$ cat src/rtl/pll_digital_loop_filter.sv
// PI loop filter for the all-digital PLL: measures PFD up/down pulse widths in clk
// cycles and turns each one into a saturated DCO control word plus a lock flag.
module pll_digital_loop_filter #(
  parameter int                    CW_WIDTH   = 16,
  parameter logic [CW_WIDTH-1:0]   CW_INIT    = 16'h8000,
  parameter int                    PW_WIDTH   = 8,
  parameter int                    INT_WIDTH  = 20,
  parameter int                    KP_SHIFT   = 2,
  parameter int                    KI_SHIFT   = 4,
  parameter int                    LOCK_TOL   = 1,
  parameter int                    LOCK_COUNT = 8
) (
  input  logic                clk,
  input  logic                rst_n,
  input  logic                enable,
  input  logic                up,
  input  logic                down,
  output logic [CW_WIDTH-1:0] ctrl_word,
  output logic                ctrl_valid,
  output logic                sat_hi,
  output logic                sat_lo,
  output logic                lock
);

  localparam int SUM_W = ((CW_WIDTH > INT_WIDTH) ? CW_WIDTH : INT_WIDTH) + PW_WIDTH + KP_SHIFT + 2;
  localparam int ERR_W = PW_WIDTH + 1;
  localparam int LC_W  = $clog2(LOCK_COUNT + 1);
  localparam logic [ERR_W-1:0] TOL    = ERR_W'(LOCK_TOL);
  localparam logic [LC_W-1:0]  LC_MAX = LC_W'(LOCK_COUNT);

  typedef enum logic [1:0] {IDLE, MEAS_UP, MEAS_DN, UPDATE} state_t;

  state_t                      state, state_nxt;
  logic [PW_WIDTH-1:0]         count, count_nxt;
  logic signed [ERR_W-1:0]     err, err_nxt;
  logic signed [INT_WIDTH-1:0] integ, integ_new, integ_shr;
  logic signed [INT_WIDTH:0]   integ_sum, err_i;
  logic signed [SUM_W-1:0]     cw_init_ext, err_ext, kp_term, ki_term, ctrl_sum;
  logic [ERR_W-1:0]            err_mag;
  logic [LC_W-1:0]             lock_cnt, lock_cnt_new;
  logic [CW_WIDTH-1:0]         cw_new;
  logic                        hi_new, lo_new;
  logic                        do_update, up_only, dn_only;

  assign up_only = up & ~down;
  assign dn_only = down & ~up;

  always_ff @(posedge clk or negedge rst_n) begin
    if (!rst_n) state <= IDLE;
    else        state <= state_nxt;
  end

  // UPDATE also acts as IDLE for the next pulse, so an edge arriving there is not lost.
  always_comb begin
    state_nxt = state;
    count_nxt = count;
    err_nxt   = err;
    do_update = 1'b0;
    if (!enable) begin
      state_nxt = IDLE;
    end else begin
      case (state)
        IDLE, UPDATE: begin
          do_update = (state == UPDATE);
          if (up_only) begin
            state_nxt = MEAS_UP;
            count_nxt = PW_WIDTH'(1);
          end else if (dn_only) begin
            state_nxt = MEAS_DN;
            count_nxt = PW_WIDTH'(1);
          end else begin
            state_nxt = IDLE;
          end
        end
        MEAS_UP: begin
          if (up_only) begin
            count_nxt = (count == '1) ? count : count + 1'b1;
          end else begin
            err_nxt   = $signed({1'b0, count});
            state_nxt = UPDATE;
          end
        end
        MEAS_DN: begin
          if (dn_only) begin
            count_nxt = (count == '1) ? count : count + 1'b1;
          end else begin
            err_nxt   = -$signed({1'b0, count});
            state_nxt = UPDATE;
          end
        end
        default: state_nxt = IDLE;
      endcase
    end
  end

  always_comb begin
    err_i     = {{(INT_WIDTH + 1 - ERR_W){err[ERR_W-1]}}, err};
    integ_sum = {integ[INT_WIDTH-1], integ} + err_i;
    // One guard bit is enough: overflow shows as a mismatch between the top two bits.
    if (integ_sum[INT_WIDTH] != integ_sum[INT_WIDTH-1])
      integ_new = integ_sum[INT_WIDTH] ? {1'b1, {(INT_WIDTH-1){1'b0}}} : {1'b0, {(INT_WIDTH-1){1'b1}}};
    else
      integ_new = integ_sum[INT_WIDTH-1:0];

    integ_shr   = integ_new >>> KI_SHIFT;
    cw_init_ext = {{(SUM_W - CW_WIDTH){1'b0}}, CW_INIT};
    err_ext     = {{(SUM_W - ERR_W){err[ERR_W-1]}}, err};
    kp_term     = err_ext <<< KP_SHIFT;
    ki_term     = {{(SUM_W - INT_WIDTH){integ_shr[INT_WIDTH-1]}}, integ_shr};
    ctrl_sum    = cw_init_ext + kp_term + ki_term;

    hi_new = 1'b0;
    lo_new = 1'b0;
    if (ctrl_sum[SUM_W-1]) begin
      cw_new = '0;
      lo_new = 1'b1;
    end else if (ctrl_sum[SUM_W-2:CW_WIDTH] != '0) begin
      cw_new = '1;
      hi_new = 1'b1;
    end else begin
      cw_new = ctrl_sum[CW_WIDTH-1:0];
    end

    err_mag = err[ERR_W-1] ? -err : err;
    if (err_mag <= TOL)
      lock_cnt_new = (lock_cnt == LC_MAX) ? lock_cnt : lock_cnt + 1'b1;
    else
      lock_cnt_new = '0;
  end

  always_ff @(posedge clk or negedge rst_n) begin
    if (!rst_n) begin
      count      <= '0;
      err        <= '0;
      integ      <= '0;
      lock_cnt   <= '0;
      ctrl_word  <= CW_INIT;
      ctrl_valid <= 1'b0;
      sat_hi     <= 1'b0;
      sat_lo     <= 1'b0;
      lock       <= 1'b0;
    end else begin
      count      <= count_nxt;
      err        <= err_nxt;
      ctrl_valid <= do_update;
      if (do_update) begin
        integ     <= integ_new;
        lock_cnt  <= lock_cnt_new;
        ctrl_word <= cw_new;
        sat_hi    <= hi_new;
        sat_lo    <= lo_new;
        lock      <= (lock_cnt_new == LC_MAX);
      end
    end
  end

endmodule

$ cat config.mk
export PLATFORM = sky130hd
export DESIGN_NAME = pll_digital_loop_filter
export DESIGN_NICKNAME = d
export VERILOG_FILES = /design/src/rtl/pll_digital_loop_filter.sv
export SDC_FILE = /design/constraint.sdc
export NUM_CORES = 1
export LEC_CHECK = 0
export ABC_AREA = 0
export CAP_MARGIN = 20
export CORE_ASPECT_RATIO = 1.5
export CORE_UTILIZATION = 45
export CTS_BUF_LIST = sky130_fd_sc_hd__clkbuf_8
export DETAILED_ROUTE_END_ITERATION = 8
export MAX_ROUTING_LAYER = met4
export PLACE_DENSITY_LB_ADDON = 0.25
export RECOVER_POWER = 100
export SYNTH_ARGS = -nofsm -noshare
export SYNTH_HDL_FRONTEND = slang
export SYNTH_SLANG_ARGS = --single-unit
$ cat constraint.sdc
create_clock -name clk -period 8.15 [get_ports clk]
set_clock_uncertainty 0.1 [all_clocks]
set_input_delay 1.2225 -clock clk [delete_from_list [all_inputs] [get_ports clk]]
set_output_delay 1.2225 -clock clk [all_outputs]
set_load 0.05 [all_outputs]
Yosys cells after proc, flatten, opt, wreduce, memory -nomap -nowiden
Index checks and enable logic that the tools add are counted.

cells by class
  $add $sub $neg = 7
  magnitude comparators = 1
  equal/unequal tests = 14
  multiplexer cells = 27
  bitwise logic cells = 4
  reduce and logical (&&, ||, !) cells = 7

operators with widths
  operator                                                                count
  20-bit two-way mux                                                      2
  8-bit two-way mux                                                       5
  16-bit two-way mux                                                      2
  9-bit two-way mux                                                       3
  8-bit one-hot mux with 3 select lines                                   1
  20-bit by 9-bit adder with 21-bit output                                1
  18-bit by 16-bit adder with 19-bit output                               1
  17-bit by 11-bit adder with 18-bit output (first input constant)        1
  9-bit one-hot mux with 2 select lines                                   1
  15-bit nonzero test                                                     1
  2-bit two-way mux                                                       5
  9-bit by 1-bit <= comparator with 1-bit output (second input constant)  1
  3-bit != test (second input constant)                                   3
  8-bit negator with 9-bit output                                         1
  9-bit negator                                                           1
  8-bit by 1-bit adder with 8-bit output (second input constant)          1
  4-bit equality test (second input constant)                             2
  8-bit equality test (second input constant)                             1
  4-bit two-way mux                                                       2
  2-bit != test (second input constant)                                   4
  4-bit AND reduction                                                     2
  2-bit one-hot mux with 3 select lines                                   1
  1-bit two-way mux                                                       5
  4-bit by 1-bit adder with 4-bit output (second input constant)          1
  other kinds (9)                                                         12

word-level totals
  register bits = 63
  bits of input ports = 5
  output and inout port bits = 20

Longest topological paths before layout
  depth after elaboration = 7
  gate-level depth with buffers = 26

Worst setup path before layout
OpenSTA, ideal clock, no wires.

  kind = register to register
  start = register err[8]
  end = register ctrl_word[7]
  setup time = 121 ps
  arrival time = 6023 ps
  required time = 7929 ps
  path slack = 1906 ps
  cell stages (with the launch flop) = 27
  path buffers = 4
  period minus slack after synthesis = 6244 ps
  cells stage by stage = dfrtp_1 -> ha_1 -> o21ai_1 -> a21oi_1 -> o41ai_1 -> a21oi_1 -> o221ai_1 -> mux2i_1 -> a2111o_1 -> ha_1 -> clkbuf_1 -> nand3_1 -> buf_2 -> buf_2 -> nand2_1 -> ha_1 -> ha_1 -> inv_1 -> fa_1 -> and2b_1 -> o2111ai_1 -> a311oi_2 -> a211oi_1 -> a2111oi_4 -> buf_6 -> nand3b_1 -> a22o_1

between the ends
  longest elaborated chain between the ends = 7
  elaborated cells on any way between the ends = 9
  those cells by class = add/sub (3); eq/ne (1); mux (4); reduce/logical (1)

RTL lines
  what                                                        RTL line  text
  from (decl)                                                 35        logic signed [ERR_W-1:0] err, err_nxt;
  from (signal assigned)                                      144       err <= err_nxt;
  20-bit by 9-bit adder with 21-bit output (*)                98        integ_sum = {integ[INT_WIDTH-1], integ} + err_i;
  20-bit two-way mux / 1-bit != test (equally long branches)  101, 100
  20-bit two-way mux (*)                                      100       if (integ_sum[INT_WIDTH] != integ_sum[INT_WIDTH-1])
  via integ_new[7]                                            36        logic signed [INT_WIDTH-1:0] integ, integ_new, integ_shr;
  18-bit by 16-bit adder with 19-bit output (*)               110       ctrl_sum = cw_init_ext + kp_term + ki_term;
  15-bit nonzero test                                         117       end else if (ctrl_sum[SUM_W-2:CW_WIDTH] != '0) begin
  16-bit two-way mux                                          117
  16-bit two-way mux (*)                                      114       if (ctrl_sum[SUM_W-1]) begin
  to (signal assigned)                                        149       ctrl_word <= cw_new;
  to (decl)                                                   18        output logic [CW_WIDTH-1:0] ctrl_word,

Mark *: on every way through the listed nets, which the timed path passes. The rest lies on a longest branch.
A chain may end at the register's enable or synchronous reset.

Worst setup path in the final report
  start = register err[8]
  end = register ctrl_word[14]

The elaborated chain is that of the path after synthesis.

==> reports/qor.txt <==
Fraction of final layout cells sized beyond drive strength 1 = 6.27%
RSZ-0062 raised after global routing = false
Number of library cell types mapped by synthesis = 66
Remaining Overflow, GRT = 0
Clock sink total = 63
Proportion of synthesized flip-flops having asynchronous set or reset = 100%
Wire length of the first global-routing pass = 21.7 mm
Post-Route Setup TNS = 0 ns
Ports placed on the boundary = 25
Startpoint type of the worst setup path = flop
CTS max path bufs = 2
Avg Synthesized Cell Area = 8.60 sq um
Final routed DRC violation total = 0
Width of the die = 89.5 um
CTS clock-pin slew for the worst setup and hold paths = 0.08 ns
Average routed wire per standard cell = 16.8 um
Post-synth net total = 665
Number of enable flip-flop cells after synthesis = 0
Synth top cells by count = sky130_fd_sc_hd__dfrtp_1 (62), sky130_fd_sc_hd__ha_1 (58), sky130_fd_sc_hd__nor2_1 (53), sky130_fd_sc_hd__nand2_1 (52)
Worst Max-Slew Pin Slew = 3.52 ns
Antenna-violating nets left = 0
Detailed-route via count = 4514
Most used DFF post-synth = sky130_fd_sc_hd__dfrtp_1
Failing checks = max-capacitance violations, max-slew violations
Setup-violating endpoint count in the final report = 0
Required time worst endpoint = 8.30 ns
Hold depth = 2
Aggregate global-route resource usage = 24.3%
Setup slack of the worst register-to-register path = 0.84 ns
Leading area contributor after synthesis = sky130_fd_sc_hd__dfrtp_1
CTS tree = done
Synthesized instance count = 600
Synth-to-layout area growth = 10.7%
Worst min-delay path endpoint = lock$_DFFE_PN0P_
Vias in the first global route = 4465
Worst-skew pair later-pin latency = 0.36 ns
Launch point of the worst reg-to-reg path = err[8]$_DFFE_PN0P_
Number of pins exceeding their max-slew limit in the final report = 98
# nets final = 682
Shortest clock period the worst path allows after layout = 7.31 ns
Most frequent cell after synthesis = sky130_fd_sc_hd__dfrtp_1
CP Data Arrival Time = 7.45 ns
Fraction of the cycle the final worst path needs = 89.6%
H-tree depth = 3
R2R cell count = 21
Root Buffer Master = sky130_fd_sc_hd__clkbuf_8
Result of the run = finished, violations left
Standard-cell rows = 47
Post-synthesis instance area = 5160 sq um
Achievable Freq = 137 MHz
Fin util = 51.4%
Final number of hold-violating endpoints = 0
Starting density of the core = 46.4%
Worst slew margin relative to its limit = -134%
Type of the setup path with the least slack = flop to flop
Largest net degree at the start of global routing = 64
Antenna violations before repair = 0
Type of the tightest min-delay check = flop to flop
Largest fanout on the critical path = 21
Area contributors post-synth = sky130_fd_sc_hd__dfrtp_1 (30%), sky130_fd_sc_hd__ha_1 (14%), sky130_fd_sc_hd__nor2_1 (3.9%), sky130_fd_sc_hd__nand2_1 (3.8%), sky130_fd_sc_hd__a21oi_1 (3.4%)
Yosys warning count = 0
Sequential element share of the synthesized area = 30.6%
Die outline area = 11900 sq um
Total wire length = 12.9 mm
DRT Pass-1 Iters = 5
Number of synthesized register bits = 63
Number of violations of the max-capacitance limit = 2
Standard cell core area = 11100 sq um
Number of buffers created by CTS = 9
Detailed placer's ending HPWL = 9.64 mm
Drt initial violations = 257
Floorplan die height = 133 um
Synth top area share = 30.1%
Inserted Diodes = 0
GP Congestion = 0.909
Endpoint class of the critical path = flop
Routed via count divided by cell count = 5.87
Min-delay src = lock$_DFFE_PN0P_
Number of buffers inserted by port buffering = 24
Capturing point of the worst reg2reg path = ctrl_word[14]$_DFFE_PN0P_
==> repair_timing <==
action	in CTS	in global routing
endpoints found under the setup margin	0	6
resized for setup	0	0
hold buffers	0	0
buffers inserted	0	1
==> registers in the layout, summed over array words and instances (netlist names) <==
name and flops:
lock_cnt 4, sat_lo 1, count 8, ctrl_valid 1
lock 1, err 9, state 2, sat_hi 1
integ 20, ctrl_word 16
==> routing by layer <==
layer	up-vias	routed length [um]	GRT usage [%]
li1	2229	-	-
met1	2174	5100	27.0
met2	83	6970	41.9
met3	28	319	3.16
met4	0	492	11.6
met5	-	0	-
==> worst max-delay path, stage by stage, from the launching register on <==
cell                       delay [ns]
sky130_fd_sc_hd__dfrtp_1         0.82
sky130_fd_sc_hd__ha_1            0.41
sky130_fd_sc_hd__o21ai_0         0.10
sky130_fd_sc_hd__a21oi_1         0.07
sky130_fd_sc_hd__o41ai_1         0.44
sky130_fd_sc_hd__a21oi_1         0.20
sky130_fd_sc_hd__o221ai_1        0.35
sky130_fd_sc_hd__mux2i_1         0.17
sky130_fd_sc_hd__a2111o_1        0.31
sky130_fd_sc_hd__ha_1            0.70
sky130_fd_sc_hd__nand3_1         0.35
sky130_fd_sc_hd__buf_4           0.31
sky130_fd_sc_hd__o21ai_0         0.17
sky130_fd_sc_hd__ha_1            0.31
sky130_fd_sc_hd__ha_1            0.38
sky130_fd_sc_hd__inv_2           0.09
sky130_fd_sc_hd__or4_4           0.51
sky130_fd_sc_hd__nor3b_1         0.17
sky130_fd_sc_hd__o311a_1         0.29
sky130_fd_sc_hd__nor3_1          0.37
sky130_fd_sc_hd__nor2_2          0.24
sky130_fd_sc_hd__a22o_1          0.32
==> worst max-delay path by stage <==
| stage | from | to | slack [ns] | depth (start not counted) |
|---|---|---|---|---|
| 4_1_cts | err[8]$_DFFE_PN0P_ | ctrl_word[11]$_DFFE_PN0P_ | 0.75 | 23 |
| 2_1_floorplan | err[8]$_DFFE_PN0P_ | ctrl_word[7]$_DFFE_PN0P_ | 1.91 | 26 |
| 3_5_place_dp | err[8]$_DFFE_PN0P_ | ctrl_word[11]$_DFFE_PN0P_ | 0.78 | 23 |
| 5_1_grt | err[8]$_DFFE_PN0P_ | ctrl_word[14]$_DFFE_PN0P_ | 0.27 | 21 |
| 6_report | err[8]$_DFFE_PN0P_ | ctrl_word[14]$_DFFE_PN0P_ | 0.84 | 21 |
| 3_3_place_gp | err[8]$_DFFE_PN0P_ | ctrl_word[11]$_DFFE_PN0P_ | 0.97 | 23 |
==> metrics by stage <==
| step | setup slack, ns | instances | area [sq um] | hold slack [ns] |
|---|---|---|---|---|
| floorplan | 1.91 | 600 | 5160 | 0.354 |
| global placement | 0.965 | 752 | 5500 | 0.367 |
| detailed placement | 0.782 | 752 | 5500 | 0.371 |
| CTS | 0.750 | 768 | 5720 | 0.389 |
| global route | 0.269 | 769 | 5710 | 0.404 |
| finish | 0.844 | 769 | 5710 | 0.374 |
==> kinds of logic (layout without fill, tap and decap cells) <==
group                      count (synthesis)  after routing  share of synthesized area [%]
DFF                                       63             63                           30.6
xor gates and xnor gates                  26             26                           4.41
and+or+nand+nor                          212            212                           20.6
AOI/OAI and AO/OA                        170            170                           22.0
buffers and inverters                     54             76                           4.44
adders and majority gates                 60             60                           14.8
muxes                                     15             15                           3.13
==> cell type report <==
type                    count  area (sq um)
repair buffers             29           278
clock inverters             6          85.1
fillers                  1052          5400
inverters                  31           116
clock buffers              10           138
well taps                 147           184
multi-input cells         483          3330
flip-flops and latches     63          1580
==> cells in the final DEF (no fill, tap or decap), drive strengths merged, types with 14 or more instances in the layout <==
master / n
dfrtp: 62
ha: 58
nor2: 54
nand2: 52
o21ai: 42
a21oi: 35
inv: 32
nand3: 24
dlygate4sd3: 22
nor3: 19
a22o: 16
xnor2: 14
a31oi: 14
Power is not shown: default switching activity piles up to over one toggle a cycle in this logic, so the estimate is an artifact.
==> patch 1 (same flow settings) <==
Reset style: synchronous (`rst_n`), changed in 2 clocked blocks.
--- a/src/rtl/pll_digital_loop_filter.sv
+++ b/src/rtl/pll_digital_loop_filter.sv
@@ -47,3 +47,3 @@
 
-  always_ff @(posedge clk or negedge rst_n) begin
+  always_ff @(posedge clk) begin
     if (!rst_n) state <= IDLE;
@@ -130,3 +130,3 @@
 
-  always_ff @(posedge clk or negedge rst_n) begin
+  always_ff @(posedge clk) begin
     if (!rst_n) begin
Function: differs if rst_n is asserted again (counterexample within 4 cycles, from zero or initial values and one cycle with rst_n low); with rst_n held inactive, the same outputs for 10 cycles.
==> patch 1 against the unedited design <==
Via count up 1.5%; non-clock buffer count increased by 2; die area fell by 4.4%; worst setup slack better by 0.19 ns; cell count rose by 3.3%; global-route usage rose by 0.68 points; count of clock-buffer cells in the layout increased by 1; area after synthesis is 4.5% lower; sequential cell count unchanged; design area decreased by 4.4%; routed wire length fell by 0.44%; largest cell class unchanged.
Power is left out: it rests on default switching activity, and per cell area and clock period it moved more than threefold.
==> patch 1: results (changes against the unedited design) <==
- The met3 routed wirelength is 348 um (+9.1%).
- The cell type of the slowest stage on the worst timing path is sky130_fd_sc_hd__dfxtp_1.
- The amount of wire on met2 after detailed routing is 6880 um (-1.4%).
- The worst setup slack after placement is 1.54 ns (+0.756 ns).
- The reg2reg setup slack is 1.03 ns (+0.19 ns).
- The capturing point of the worst reg2reg path is ctrl_word[3].
- The weighted congestion reported at the end of routability-driven placement was 0.938 (+3.2%).
- The via-per-instance ratio is 5.77 (-1.7%).
- The number of non-clock inverters is 40 (+29%).
- The wire length reported by the detailed router came to 12800 um (-0.44%).
- The worst stage delay on the critical path came to 0.74 ns (-0.08 ns).
- The slew at the pin closest to its max-slew limit was 1.04 ns (-2.48 ns).
- The cell area after placement was 5290 um^2 (-3.7%).
- The top fanout value on the critical path is 19 (-9.5%).
- The number of non-clock buffers in the layout is 31 (+6.9%).
- The global-route wire length before repair came to 21200 um (-1.9%).
- The met3 layer usage reported by global route came to 3.29% (+0.13 points).
- The run finished with clean final reports.
- The average detailed-routed wire length per instance is 16.2 um (-3.6%).
- The final net count is 713 (+4.5%).
- For hold timing, the worst endpoint is ctrl_word[7].
- The clock buffer count in the final layout is 11 (+1).
- The fill cell total of the finished layout was 1045 (-0.67%).
- The met1 track utilization from global routing came to 25.9% (-1.1 points).
- The total routing resource utilization after global routing is 24.9% (+0.68 points).
- The clock network contribution to total cell area is 3.83% (-0.071 points).
- The number of nets in the synthesized netlist is 695 (+4.5%).
- The mapped cell area is 4930 um^2 (-4.5%).
- The worst hold-check slack came to 0.333 ns (-0.0408 ns).
- The share of synthesized registers carrying an async set or reset came to 0% (-100 points).
- The footprint of the multi-input gates is 3370 um^2 (+1.2%).
- The non-clock buffer contribution to total cell area came to 5.23% (+0.36 points).
- The multi-input combinational cell count is 500 (+3.5%).
- The complex-gate fraction of the synthesized area is 26.0% (+4.0 points).
[patch 1: changes by cell type after synthesis, sizes merged, moves of 8 or more]
cell	change
o21ai	+9
nand3	-9
mux2	-9
dfrtp	-62
inv	+8
a22o	-15
dfxtp	+63
nand2	+19
xor2	+8
[patch 1: cells by family (layout without fill, tap and decap cells)]
group           Yosys count  count (layout)
compound gates          186             186
flops                    63              63
fa+ha+maj                63              63
buf+inv                  64              87
simple gates            212             212
mux                       3               3
xor+xnor                 36              36
[patch 1: worst max path at each step]
stage	slack, ns	start	cells past startpoint	endpoint
final	1.03	err[8]	23	ctrl_word[3]
after detailed placement	1.54	err[8]	24	ctrl_word[4]
after CTS	1.48	err[8]	24	ctrl_word[3]
after floorplan	2.06	err[8]	25	ctrl_word[0]
after global routing	0.46	err[8]	24	ctrl_word[4]
after global placement	1.62	err[8]	24	ctrl_word[2]
==> patch 2 (same flow settings) <==
Without the edit above. Change the parameter `CW_WIDTH` from 16 to 32.
--- a/src/rtl/pll_digital_loop_filter.sv
+++ b/src/rtl/pll_digital_loop_filter.sv
@@ -3,3 +3,3 @@
 module pll_digital_loop_filter #(
-  parameter int                    CW_WIDTH   = 16,
+  parameter int                    CW_WIDTH   = 32,
   parameter logic [CW_WIDTH-1:0]   CW_INIT    = 16'h8000,
Interface: changed (resized ctrl_word); port bits go from 25 to 41. No check against the original RTL was run, so the function may have changed too.
==> patch 2 against the unedited design <==
The flow still finishes with violations (capacitance limit, slew limit); sequential share of layout area shrank 0.55 points; area after synthesis increased by 6.6%; sequential cell count rose by 1; die area increased by 6.5%; worst setup slack improved by 0.53 ns; non-clock buffer count did not move; first-iteration DRC count down 7.4%; design area increased by 3.7%; routed wire length is 6.6% higher.
Power is left out: the tool's default activity adds up to more than one toggle a clock period on the data nets, which glitch-free logic cannot reach.
==> patch 2: results (changes against the unedited design) <==
- The flow ran to the end, but the final reports show violations.
- The final reports fail on capacitance limit, slew limit.
- The count of different cell masters after synthesis is 75 (+14%).
- The reg2reg setup slack is 1.38 ns (+0.53 ns).
- The initial antenna violation count is 0 (unchanged).
- The met1 wire length came to 5330 um (+4.5%).
- The share of synthesized area occupied by flip-flops and latches is 29.1% (-1.4 points).
- The termination of the worst setup path is ctrl_word[5].
- The weighted congestion reported at the end of routability-driven placement came to 0.983 (+8.2%).
- The type of the worst min-delay path is flip-flop to flip-flop.
- The amount of wire on met2 after detailed routing is 7430 um (+6.5%).
- The final net count came to 720 (+5.6%).
- The via count of the first global-routing pass is 4607 (+3.2%).
- The number of iterations in the first detailed-routing pass was 7 (+2).
- The number of DRC markers after the initial detailed-route iteration is 238 (-7.4%).
- The global-route wire length before repair was 22100 um (+2.2%).
- The half-perimeter wire length after placement is 10300 um (+6.5%).
- The worst max-slew margin expressed relative to the limit is -131% (+3.1 points).
- The commonest cells after synthesis are sky130_fd_sc_hd__nand2_1, sky130_fd_sc_hd__dfrtp_1, sky130_fd_sc_hd__ha_1.
- The quantity of I/O buffers inserted on ports is 25 (+4.2%).
- The number of maximum-capacitance violations was 2 (unchanged).
- The via-per-instance ratio is 5.90 (+0.52%).
- The total routing resource utilization after global routing came to 23.2% (-1.1 points).
- The fraction of layout cells with a size suffix above 1 was 7.88% (+1.6 points).
- The worst stage delay on the critical path is 0.80 ns (-0.02 ns).
- The average detailed-routed wire length per instance is 16.9 um (+0.79%).
- The largest registers in the layout are integ (20), ctrl_word (18), err (9).
- The depth of the most critical reg-to-reg path is 20 (-4.8%).
- For this design, the slowest cell found on the critical path is sky130_fd_sc_hd__o22ai_2.
- The maximum buffer depth of the clock tree is 2 (unchanged).
- The pin count of the biggest net entering global routing is 65 (+1.6%).
- The total count of max-transition violations in the final report is 120 (+22%).
- The met3 routed wirelength is 460 um (+44%).
- By area the synthesized netlist is led by sky130_fd_sc_hd__dfrtp_1, sky130_fd_sc_hd__ha_1, sky130_fd_sc_hd__nand2_1.
- The worst path arrival time was 6.81 ns (-0.64 ns).
## patch 2: worst min path at each step
stage                  startpoint            end  slack [ns]  cells past startpoint
floorplan                integ[7]       integ[7]        0.35                      2
CTS                  ctrl_word[9]   ctrl_word[9]        0.39                      2
global route         ctrl_word[7]   ctrl_word[7]        0.39                      2
global placement     ctrl_word[6]   ctrl_word[6]        0.36                      2
detailed placement   ctrl_word[7]   ctrl_word[7]        0.36                      2
finish              ctrl_word[11]  ctrl_word[11]        0.38                      2
## patch 2: per-layer routing
metal | GRT usage [%] | vias to the layer above
met1 | 24.0 | 2312
li1 | - | 2318
met4 | 10.7 | 0
met2 | 42.8 | 128
met5 | - | -
met3 | 3.81 | 39
## patch 2: cells by family after synthesis
group / count (synthesis) / synth area share (%)
simple gates: 225 / 20.0
fa+ha+maj: 60 / 13.9
mux: 10 / 1.86
buf+inv: 68 / 6.18
compound gates: 191 / 25.0
xor+xnor: 24 / 3.82
flops: 64 / 29.1
other cells: 1 / 0.0681
## patch 2: metrics by stage
step / instance area, um^2 / hold WS [ns] / setup slack [ns] / std cells / util [%]
finish: 5920 / 0.377 / 1.38 / 813 / 49.5
global route: 5920 / 0.394 / 0.930 / 813 / 49.5
CTS: 5980 / 0.388 / 1.75 / 812 / 50.0
global placement: 5770 / 0.364 / 1.90 / 796 / 48.3
detailed placement: 5770 / 0.363 / 1.79 / 796 / 48.3
floorplan: 5560 / 0.353 / 2.73 / 657 / -
## patch 2: area by class of cell
class                      count  area, um^2
sequential                    64        1600
fill                        1169        6030
timing repair buffer          29         264
clock buffer                  10         138
clock inverter                 6        67.6
inverter                      26        97.6
multi-input combinational    525        3560
tap                          153         191
